$ cat config.mk
export PLATFORM = sky130hd
export DESIGN_NAME = gray_fifo_rd_ctrl
export DESIGN_NICKNAME = d
export VERILOG_FILES = /design/src/rtl/fifo_pkg.sv /design/src/rtl/gray_fifo_rd_ctrl_gray_decode.sv /design/src/rtl/gray_fifo_rd_ctrl.sv
export SDC_FILE = /design/constraint.sdc
export NUM_CORES = 1
export LEC_CHECK = 0
export ABC_CLOCK_PERIOD_IN_PS = 2700
export BUFFER_PORTS_ARGS = -buffer_cell sky130_fd_sc_hd__buf_2
export CORE_MARGIN = 10
export CORE_UTILIZATION = 35
export DETAILED_ROUTE_END_ITERATION = 8
export PLACE_DENSITY = 0.76
export REMOVE_ABC_BUFFERS = 1
export SETUP_SLACK_MARGIN = 0.3
export SLEW_MARGIN = 20
export SYNTH_ARGS = -nofsm -noshare
export SYNTH_HDL_FRONTEND = slang
export SYNTH_SLANG_ARGS = --single-unit
$ cat constraint.sdc
create_clock -name clk -period 2.7 [get_ports clk]
set_input_delay 0.135 -clock clk [delete_from_list [all_inputs] [get_ports clk]]
set_output_delay 0.135 -clock clk [all_outputs]
set_load 0.02 [all_outputs]
$ cat src/rtl/fifo_pkg.sv
// Shared types and helpers for the dual-clock FIFO read-side controller.
package fifo_pkg;

  localparam int PKG_AW = 3;
  localparam int DEPTH  = 1 << PKG_AW;

  typedef logic [PKG_AW:0]   ptr_t;
  typedef logic [PKG_AW-1:0] addr_t;

  // Output stage: EMPTY holds nothing, HEAD presents an entry on o_data.
  typedef enum logic {
    ST_EMPTY = 1'b0,
    ST_HEAD  = 1'b1
  } out_state_e;

  function automatic logic [31:0] bin2gray(input logic [31:0] b);
    return b ^ (b >> 1);
  endfunction

endpackage

$ cat src/rtl/gray_fifo_rd_ctrl_gray_decode.sv
// Gray-to-binary decoder: each binary bit is the XOR of all Gray bits at or above it.
module gray_decode #(
  parameter int W = 4
) (
  input  logic [W-1:0] gray_i,
  output logic [W-1:0] bin_o
);

  for (genvar i = 0; i < W; i++) begin : g_bit
    assign bin_o[i] = ^gray_i[W-1:i];
  end

endmodule

$ cat src/rtl/gray_fifo_rd_ctrl.sv
// Read-domain FIFO controller: synchronises the Gray write pointer, issues RAM reads
// and presents a one-deep valid/accept output stage with one pop per cycle.
module gray_fifo_rd_ctrl
  import fifo_pkg::*;
#(
  parameter int AW          = PKG_AW,
  parameter int W           = 32,
  parameter int SYNC_STAGES = 2
) (
  input  logic          clk,
  input  logic          rst,
  input  logic [AW:0]   i_wptr_gray,
  output logic [AW:0]   o_rptr_gray,
  output logic          o_ram_ren,
  output logic [AW-1:0] o_ram_raddr,
  input  logic [W-1:0]  i_ram_rdata,
  output logic          o_valid,
  output logic [W-1:0]  o_data,
  input  logic          i_accept,
  output logic [AW:0]   o_level,
  output logic          o_empty,
  output logic          o_err,
  output out_state_e    o_state
);

  // Handshake: the head entry transfers on a cycle where o_valid && i_accept are
  // both high; o_valid never drops without a transfer except on rst, and o_data is
  // stable while o_valid is high and i_accept is low.

  typedef logic [AW:0] lptr_t;
  localparam lptr_t DEPTH_P = lptr_t'(1) << AW;

  lptr_t      sync_q [SYNC_STAGES];
  lptr_t      wptr_bin;
  lptr_t      avail;
  lptr_t      rptr_bin_q, rptr_bin_d;
  lptr_t      rptr_gray_q, rptr_gray_d;
  logic       err_q, err_d;
  logic       pop_slot;
  out_state_e state_q;

  // Plain flop chain: no logic between stages so only one Gray bit can be in flight.
  always_ff @(posedge clk or posedge rst) begin
    if (rst) begin
      for (int s = 0; s < SYNC_STAGES; s++) sync_q[s] <= '0;
    end else begin
      sync_q[0] <= i_wptr_gray;
      for (int s = 1; s < SYNC_STAGES; s++) sync_q[s] <= sync_q[s-1];
    end
  end

  gray_decode #(
    .W(AW + 1)
  ) u_wptr_dec (
    .gray_i(sync_q[SYNC_STAGES-1]),
    .bin_o (wptr_bin)
  );

  always_comb begin
    avail       = wptr_bin - rptr_bin_q;
    pop_slot    = (state_q == ST_EMPTY) || i_accept;
    o_ram_ren   = (avail != '0) && pop_slot;
    rptr_bin_d  = o_ram_ren ? rptr_bin_q + lptr_t'(1) : rptr_bin_q;
    rptr_gray_d = lptr_t'(bin2gray(32'(rptr_bin_d)));
    // avail == DEPTH is a full FIFO; only beyond that has the writer overrun us.
    err_d       = err_q || (avail > DEPTH_P);
  end

  always_ff @(posedge clk or posedge rst) begin
    if (rst) begin
      rptr_bin_q  <= '0;
      rptr_gray_q <= '0;
      err_q       <= 1'b0;
    end else begin
      rptr_bin_q  <= rptr_bin_d;
      rptr_gray_q <= rptr_gray_d;
      err_q       <= err_d;
    end
  end

  always_ff @(posedge clk or posedge rst) begin
    if (rst) begin
      state_q <= ST_EMPTY;
    end else begin
      case (state_q)
        ST_EMPTY: if (o_ram_ren) state_q <= ST_HEAD;
        ST_HEAD:  if (i_accept && !o_ram_ren) state_q <= ST_EMPTY;
        default:  state_q <= ST_EMPTY;
      endcase
    end
  end

  assign o_valid     = (state_q == ST_HEAD);
  assign o_state     = state_q;
  assign o_data      = i_ram_rdata;
  assign o_ram_raddr = rptr_bin_q[AW-1:0];
  assign o_rptr_gray = rptr_gray_q;
  assign o_level     = avail + lptr_t'(o_valid);
  assign o_empty     = (o_level == '0);
  assign o_err       = err_q;

endmodule

==> results.py, run 1 <==
metrics = {
    "floorplanning": {
        "core_um2": 3000,
        "initial_core_util_pct": 36.2,
        "die_h_um": 75.7,
        "io_pins": 87,
        "die_w_um": 75.7,
        "die_area_um2": 5740,
        "row_count": 20,
    },
    "synthesis": {
        "ys_seq_area_share_pct": 39.1,
        "synth_most_common_cell": "buf_4",
        "yosysTopAreaCellShare_pct": 39.1,
        "avgSynthCellArea_um2": 10.9,
        "ys_ff_latch": 17,
        "synth_common_cells": "buf_4 (33), dfrtp_1 (17), xnor2_1 (7)",
        "ys_async_sr_fraction_pct": 100,
        "syn-cell-area_um2": 1090,
        "synth_area_leaders": "dfrtp_1 (39%), buf_4 (23%), ha_1 (6.9%)",
        "synthCells": 100,
        "synth_edf_count": 0,
        "ys_types": 24,
        "yosys_warnings": 0,
        "yosysTopAreaCell": "dfrtp_1",
        "synth-main-ff-cell": "dfrtp_1",
    },
    "power_and_ir_drop": {
        "power_leakage_uw": 0.000540,
        "vdd_drop_max_uv": 448,
        "p_per_area_nw_per_um2": 1480,
    },
    "timing": {
        "fmax_mhz": 346,
        "grt_setup_unrepaired": "yes",
        "setup_viol": 6,
        "slew_headroom_pct": 58.1,
        "worst_slack_ps": -193,
        "worst_clock_skew_ps": 1.88,
        "tightest_slew_ps": 628,
        "fin_crit_sh_pct": 107,
        "post-route-min-period_ps": 2890,
        "final_max_slew_viol_count": 0,
        "finalHoldViolCount": 0,
    },
    "clock_network": {
        "numCtsBuffers": 3,
        "cts.sinks": 17,
        "clk_latency_ps": 290,
        "h-tree-depth": 1,
        "root_buffer": "clkbuf_4",
        "clockBufferDepth": 2,
        "tritoncts": "built",
        "cts.clk_slew.worst_paths_ps": 100,
    },
    "place": {
        "place_inst": 127,
        "routabilityCongestion": 0.824,
        "io_buffers": 22,
        "dp_hpwl_um": 2300,
        "pre_cts_ws_ps": -129,
    },
    "route": {
        "wl_um": 2900,
        "routedWlPerCell_um": 20.7,
        "antenna_left": 0,
        "via_count": 681,
        "firstDrtPassIters": 3,
        "drc": 0,
        "viasPerCell": 4.86,
        "drt_iter0_drc": 11,
    },
    "final_layout": {
        "final-seq-area_um2": 425,
        "layout-drive-gt1-share_pct": 43.0,
        "area_growth_pct": 10.4,
        "stdcell_count": 140,
        "multiInputGateArea_um2": 438,
        "layout.nets": 154,
        "nFillCells": 287,
        "diodes": 0,
        "fin_util_pct": 40.0,
    },
    "grt": {
        "overflow": 0,
        "grt_max_degree": 18,
        "grt_usage_pct": 10.9,
        "grt_first_pass_wirelength_um": 4390,
        "grt_pass1_vias": 810,
        "antenna_found_initial": 0,
    },
    "setup_path": {
        "worstSetupPathType": "register to primary output",
        "end_kind": "primary output",
        "cp-start-kind": "register",
        "regToRegEndpoint": "o_rptr_gray[1]$_DFF_PP0_",
        "reg2reg_depth": 12,
        "worst_ep_arrival_time_ps": 2760,
        "rrSetupSlack_ps": -70,
        "critical_path_required_ps": 2570,
        "worst-path-max-fanout": 2,
        "timing.rr.start": "sync_q[2]$_DFF_PP0_",
    },
    "outcome": {
        "status": "finished, violations left",
        "violations": "negative setup slack",
    },
    "job": {
        "drv_cap": 0,
    },
    "hold_path": {
        "hold_start": "i_accept",
        "min_to": "o_state$_DFF_PP0_",
        "hold-path-cell-count": 3,
        "hold_class": "input port to register",
    },
}
## metal layers
metal,vias up,track usage (%),routed length [um]
met2,48,13.4,1110
met5,-,1.00,0
met1,330,12.2,1210
met4,0,1.24,0
met3,0,12.6,577
li1,303,-,-
## cell usage in the layout (no fill, tap or decap), drive strengths merged
cell type	netlist	layout
fa	1	1
nand2b	1	1
nor4	1	1
nand3	4	4
a21o	1	1
nand4	1	1
a32oi	1	1
nor3	1	1
ha	6	6
dlygate4sd3	0	5
inv	6	6
buf	33	31
clkinvlp	0	1
a31oi	1	1
xor2	7	7
nand2	3	3
o21bai	1	1
and2	1	1
o21ai	2	2
nand3b	1	1
o2bb2ai	1	1
mux2i	2	2
a21oi	1	1
dfrtp	17	17
xnor2	7	7
clkbuf	0	3
## where the power goes
| group | switching, uW | total (uW) | internal [uW] |
|---|---|---|---|
| sequential | 65.9 | 390 | 324 |
| combinational | 716 | 1250 | 535 |
| clock | 83.8 | 140 | 56.4 |
## cells by family after synthesis
group	Yosys count	synth area share, %
buf+inv	39	24.9
flops	17	39.1
xor+xnor	14	12.0
simple gates	13	6.79
compound gates	8	6.68
fa+ha+maj	7	8.75
mux	2	1.84
## worst max-delay path by stage
| stage | startpoint | slack (ps) | endpoint |
|---|---|---|---|
| finish | sync_q[2]$_DFF_PP0_ | -190 | o_empty |
| CTS | sync_q[2]$_DFF_PP0_ | -240 | o_empty |
| floorplan | sync_q[3]$_DFF_PP0_ | -360 | o_empty |
| detailed placement | sync_q[3]$_DFF_PP0_ | -130 | o_rptr_gray[0]$_DFF_PP0_ |
| global route | sync_q[2]$_DFF_PP0_ | -430 | o_empty |
| global placement | sync_q[3]$_DFF_PP0_ | -30 | o_rptr_gray[0]$_DFF_PP0_ |
## registers in the layout, summed over array words and instances (netlist names)
name / count
sync_q: 8
rptr_bin_q: 4
o_err: 1
o_rptr_gray: 3
o_state: 1
## layout make-up
cell class,count,area share (%)
Timing Repair Buffer,36,20.2
Tap cell,33,3.44
Clock buffer,3,1.88
Multi-Input combinational cell,44,36.5
Sequential cell,17,35.5
Inverter,6,1.88
Clock inverter,1,0.626
## repair_timing
action                     CTS  global route
setup endpoints to repair   14            15
hold buffers                 5             0
pin swaps                    6             2
setup buffers                4             0
gates resized for setup      9             5
hold endpoints to repair    21             0
## metrics by stage
stage	area, um2	power, uW	hold slack (ps)	TNS [ps]
3_5_place_dp	1030	1490	244	-301
6_report	1200	1780	158	-581
5_1_grt	1200	1940	171	-2730
3_3_place_gp	1030	1460	222	-25.5
4_1_cts	1160	1740	157	-1050
2_1_floorplan	840	1170	61.1	-958
## critical path, cell delays in order (launching register included)
cell and delay, ps:
dfrtp_1 410, xor2_2 220, xor2_2 190, xnor2_1 140, ha_2 210, inv_2 40
fa_2 540, ha_2 280, nor4_1 230, buf_2 200
(Power assumes the default switching activity.)
==> run 2, diff against run 1 <==
--- a/config.mk
+++ b/config.mk
@@ -10,7 +10,7 @@
 export CORE_MARGIN = 10
 export CORE_UTILIZATION = 35
 export DETAILED_ROUTE_END_ITERATION = 8
-export PLACE_DENSITY = 0.76
+export PLACE_DENSITY_LB_ADDON = 0.05
 export REMOVE_ABC_BUFFERS = 1
 export SETUP_SLACK_MARGIN = 0.3
 export SLEW_MARGIN = 20
==> constraint.sdc (replaced) <==
create_clock -name clk -period 2.7 [get_ports clk]
set_input_delay 0.27 -clock clk [delete_from_list [all_inputs] [get_ports clk]]
set_output_delay 0.27 -clock clk [all_outputs]
set_load 0.02 [all_outputs]
==> run 2 against run 1 <==
  * The run still ends with negative setup slack left
  * Power up 20%
  * Register-to-register slack about the same
  * Die area unchanged
  * Sequential power down 3%
  * Clock skew up 6.8 ps
  * Routed wire length up 11%
  * Clock power about the same
==> results.py, run 2 (same netlist as run 1, synthesis figures left out) <==
metrics = {
    "grt": {
        "antenna_found_initial": 0,
        "overflow": 0,
        "grt_usage_pct": 11.2,
        "grt_pass1_vias": 697,
        "grt_first_pass_wirelength_um": 4290,
        "grt_max_degree": 18,
    },
    "setup_path": {
        "max_stage_delay_ps": 420,
        "end_kind": "primary output",
        "cp_common_cell": "xor2_2",
        "crit_end": "o_empty",
        "worstSetupPathType": "register to primary output",
        "slowest_stage": "dfrtp_1",
        "timing.rr.start": "sync_q[3]$_DFF_PP0_",
        "crit_path_start": "sync_q[3]$_DFF_PP0_",
        "worst_ep_arrival_time_ps": 2780,
        "critical_path_required_ps": 2430,
        "worst-path-max-fanout": 3,
        "path_cells": "xor2_2 -> xor2_2 -> xnor2_1 -> ha_2 -> inv_2 -> fa_2 -> xor2_2 -> buf_4 -> xor2_2 -> nor4_1 -> buf_2",
        "regToRegEndpoint": "o_rptr_gray[2]$_DFF_PP0_",
        "cp-start-kind": "register",
        "rrSetupSlack_ps": -80,
        "reg2reg_depth": 13,
    },
    "final_layout": {
        "largest_register_ffs": 8,
        "multiInputGateArea_um2": 477,
        "final_cell_mix": "buf_2 (18), dfrtp_1 (17), buf_4 (14), xnor2_1 (7), buf_6 (7)",
        "largest_register": "sync_q",
        "final_common_cell": "buf_2",
        "final_area_um2": 1270,
        "stdcell_count": 143,
        "nFillCells": 292,
        "area_growth_pct": 16.5,
        "layout-drive-gt1-share_pct": 53.6,
        "fin_util_pct": 42.2,
        "diodes": 0,
        "layout.nets": 157,
        "final-seq-area_um2": 425,
    },
    "clock_network": {
        "cts.sinks": 17,
        "clk_latency_ps": 290,
        "numCtsBuffers": 3,
        "cts.clk_slew.worst_paths_ps": 100,
        "clockBufferDepth": 2,
        "root_buffer": "clkbuf_4",
        "h-tree-depth": 1,
        "tritoncts": "built",
    },
    "route": {
        "antenna_left": 0,
        "routedWlPerCell_um": 22.4,
        "firstDrtPassIters": 4,
        "via_count": 680,
        "drc": 0,
        "drt_iter0_drc": 15,
        "viasPerCell": 4.76,
        "wl_um": 3200,
    },
    "timing": {
        "slew_headroom_pct": 56.2,
        "post-route-min-period_ps": 3050,
        "tightest_slew_ps": 657,
        "grt_setup_unrepaired": "yes",
        "holdWs_ps": 49.8,
        "worst_slack_ps": -354,
        "finalHoldViolCount": 0,
        "setup_viol": 10,
        "worst_clock_skew_ps": 8.65,
        "fmax_mhz": 327,
        "fin_crit_sh_pct": 113,
        "final_max_slew_viol_count": 0,
    },
    "power_and_ir_drop": {
        "power_leakage_uw": 0.000570,
        "seq_power_share_pct": 17.8,
        "total_power_uw": 2130,
        "swShare_pct": 44.5,
        "p_per_area_nw_per_um2": 1680,
        "p_clk_share_pct": 6.5,
        "vdd_drop_max_uv": 449,
        "switchingPower_uw": 949,
        "internal_power_uw": 1180,
        "pwr-share-comb_pct": 75.7,
    },
    "place": {
        "routabilityCongestion": 0.755,
        "place_inst": 130,
        "dp_hpwl_um": 2370,
        "io_buffers": 22,
        "placed_area_um2": 1050,
    },
    "floorplanning": {
        "core_um2": 3000,
        "io_pins": 87,
        "die_area_um2": 5740,
        "die_w_um": 75.7,
        "initial_core_util_pct": 36.2,
        "die_h_um": 75.7,
        "row_count": 20,
    },
    "job": {
        "drv_cap": 0,
    },
    "hold_path": {
        "hold_class": "input port to asynchronous set/reset pin",
    },
    "outcome": {
        "status": "finished, violations left",
        "violations": "negative setup slack",
    },
}
[run 2: cell count changes in the layout (fill, tap and decap cells not counted), moves of 2 or more]
cell / delta
buf_4: +4
buf_6: +5
dlygate4sd3_1: -5
ha_4: +2
[run 2: layer usage]
layer	routed length, um	part of all wire, %	GRT usage [%]
met1	1370	43	14.1
met3	669	21	12.5
met4	19	0.59	3.71
met5	0	0	0
met2	1150	36	11.0
[run 2: worst max-delay path, delay by kind of cell (launching register included)]
family	cells	cell delay, ps
adders and majority gates	2	570
and+or+nand+nor	1	210
DFF	1	420
buffers and inverters	3	400
xor gates and xnor gates	5	920
[run 2: per-stage QoR]
stage	setup WS, ps	setup TNS, ps
after floorplan	-497	-1090
after global placement	-50.0	-207
after detailed placement	-126	-690
after CTS	-343	-1100
after global routing	-503	-2980
final	-354	-1370
[run 2: area by class of cell]
cell class / count / share of cell area [%]
Tap cell: 33 / 3.26
Inverter: 6 / 1.78
Multi-Input combinational cell: 44 / 37.6
Clock buffer: 4 / 2.08
Sequential cell: 17 / 33.6
Timing Repair Buffer: 39 / 21.6
[run 2: worst min path at each step]
| stage | depth (start not counted) | to | start |
|---|---|---|---|
| final | 2 | rptr_bin_q[0]$_DFF_PP0_ | rst |
| after global routing | 1 | sync_q[6]$_DFF_PP0_ | i_wptr_gray[2] |
| after CTS | 2 | rptr_bin_q[3]$_DFF_PP0_ | rst |
| after detailed placement | 0 | sync_q[3]$_DFF_PP0_ | sync_q[7]$_DFF_PP0_ |
| after global placement | 0 | sync_q[0]$_DFF_PP0_ | sync_q[4]$_DFF_PP0_ |
| after floorplan | 1 | o_err$_DFF_PP0_ | rst |
[run 2: power groups by stage]
stage                     combinational (uW)  clock [uW]  sequential [uW]
final                                   1610         138              379
after global placement                  1140           0              383
after global routing                    1750         156              393
after CTS                               1270         146              378
after floorplan                          710           0              464
after detailed placement                1150           0              383
[run 2: repair_timing]
| action | 4_1_cts | 5_1_grt |
|---|---|---|
| pin swaps | 4 | 7 |
| hold buffers | 0 | 0 |
| resized for setup | 5 | 23 |
| endpoints found under the setup margin | 14 | 15 |
| buffers inserted | 4 | 5 |
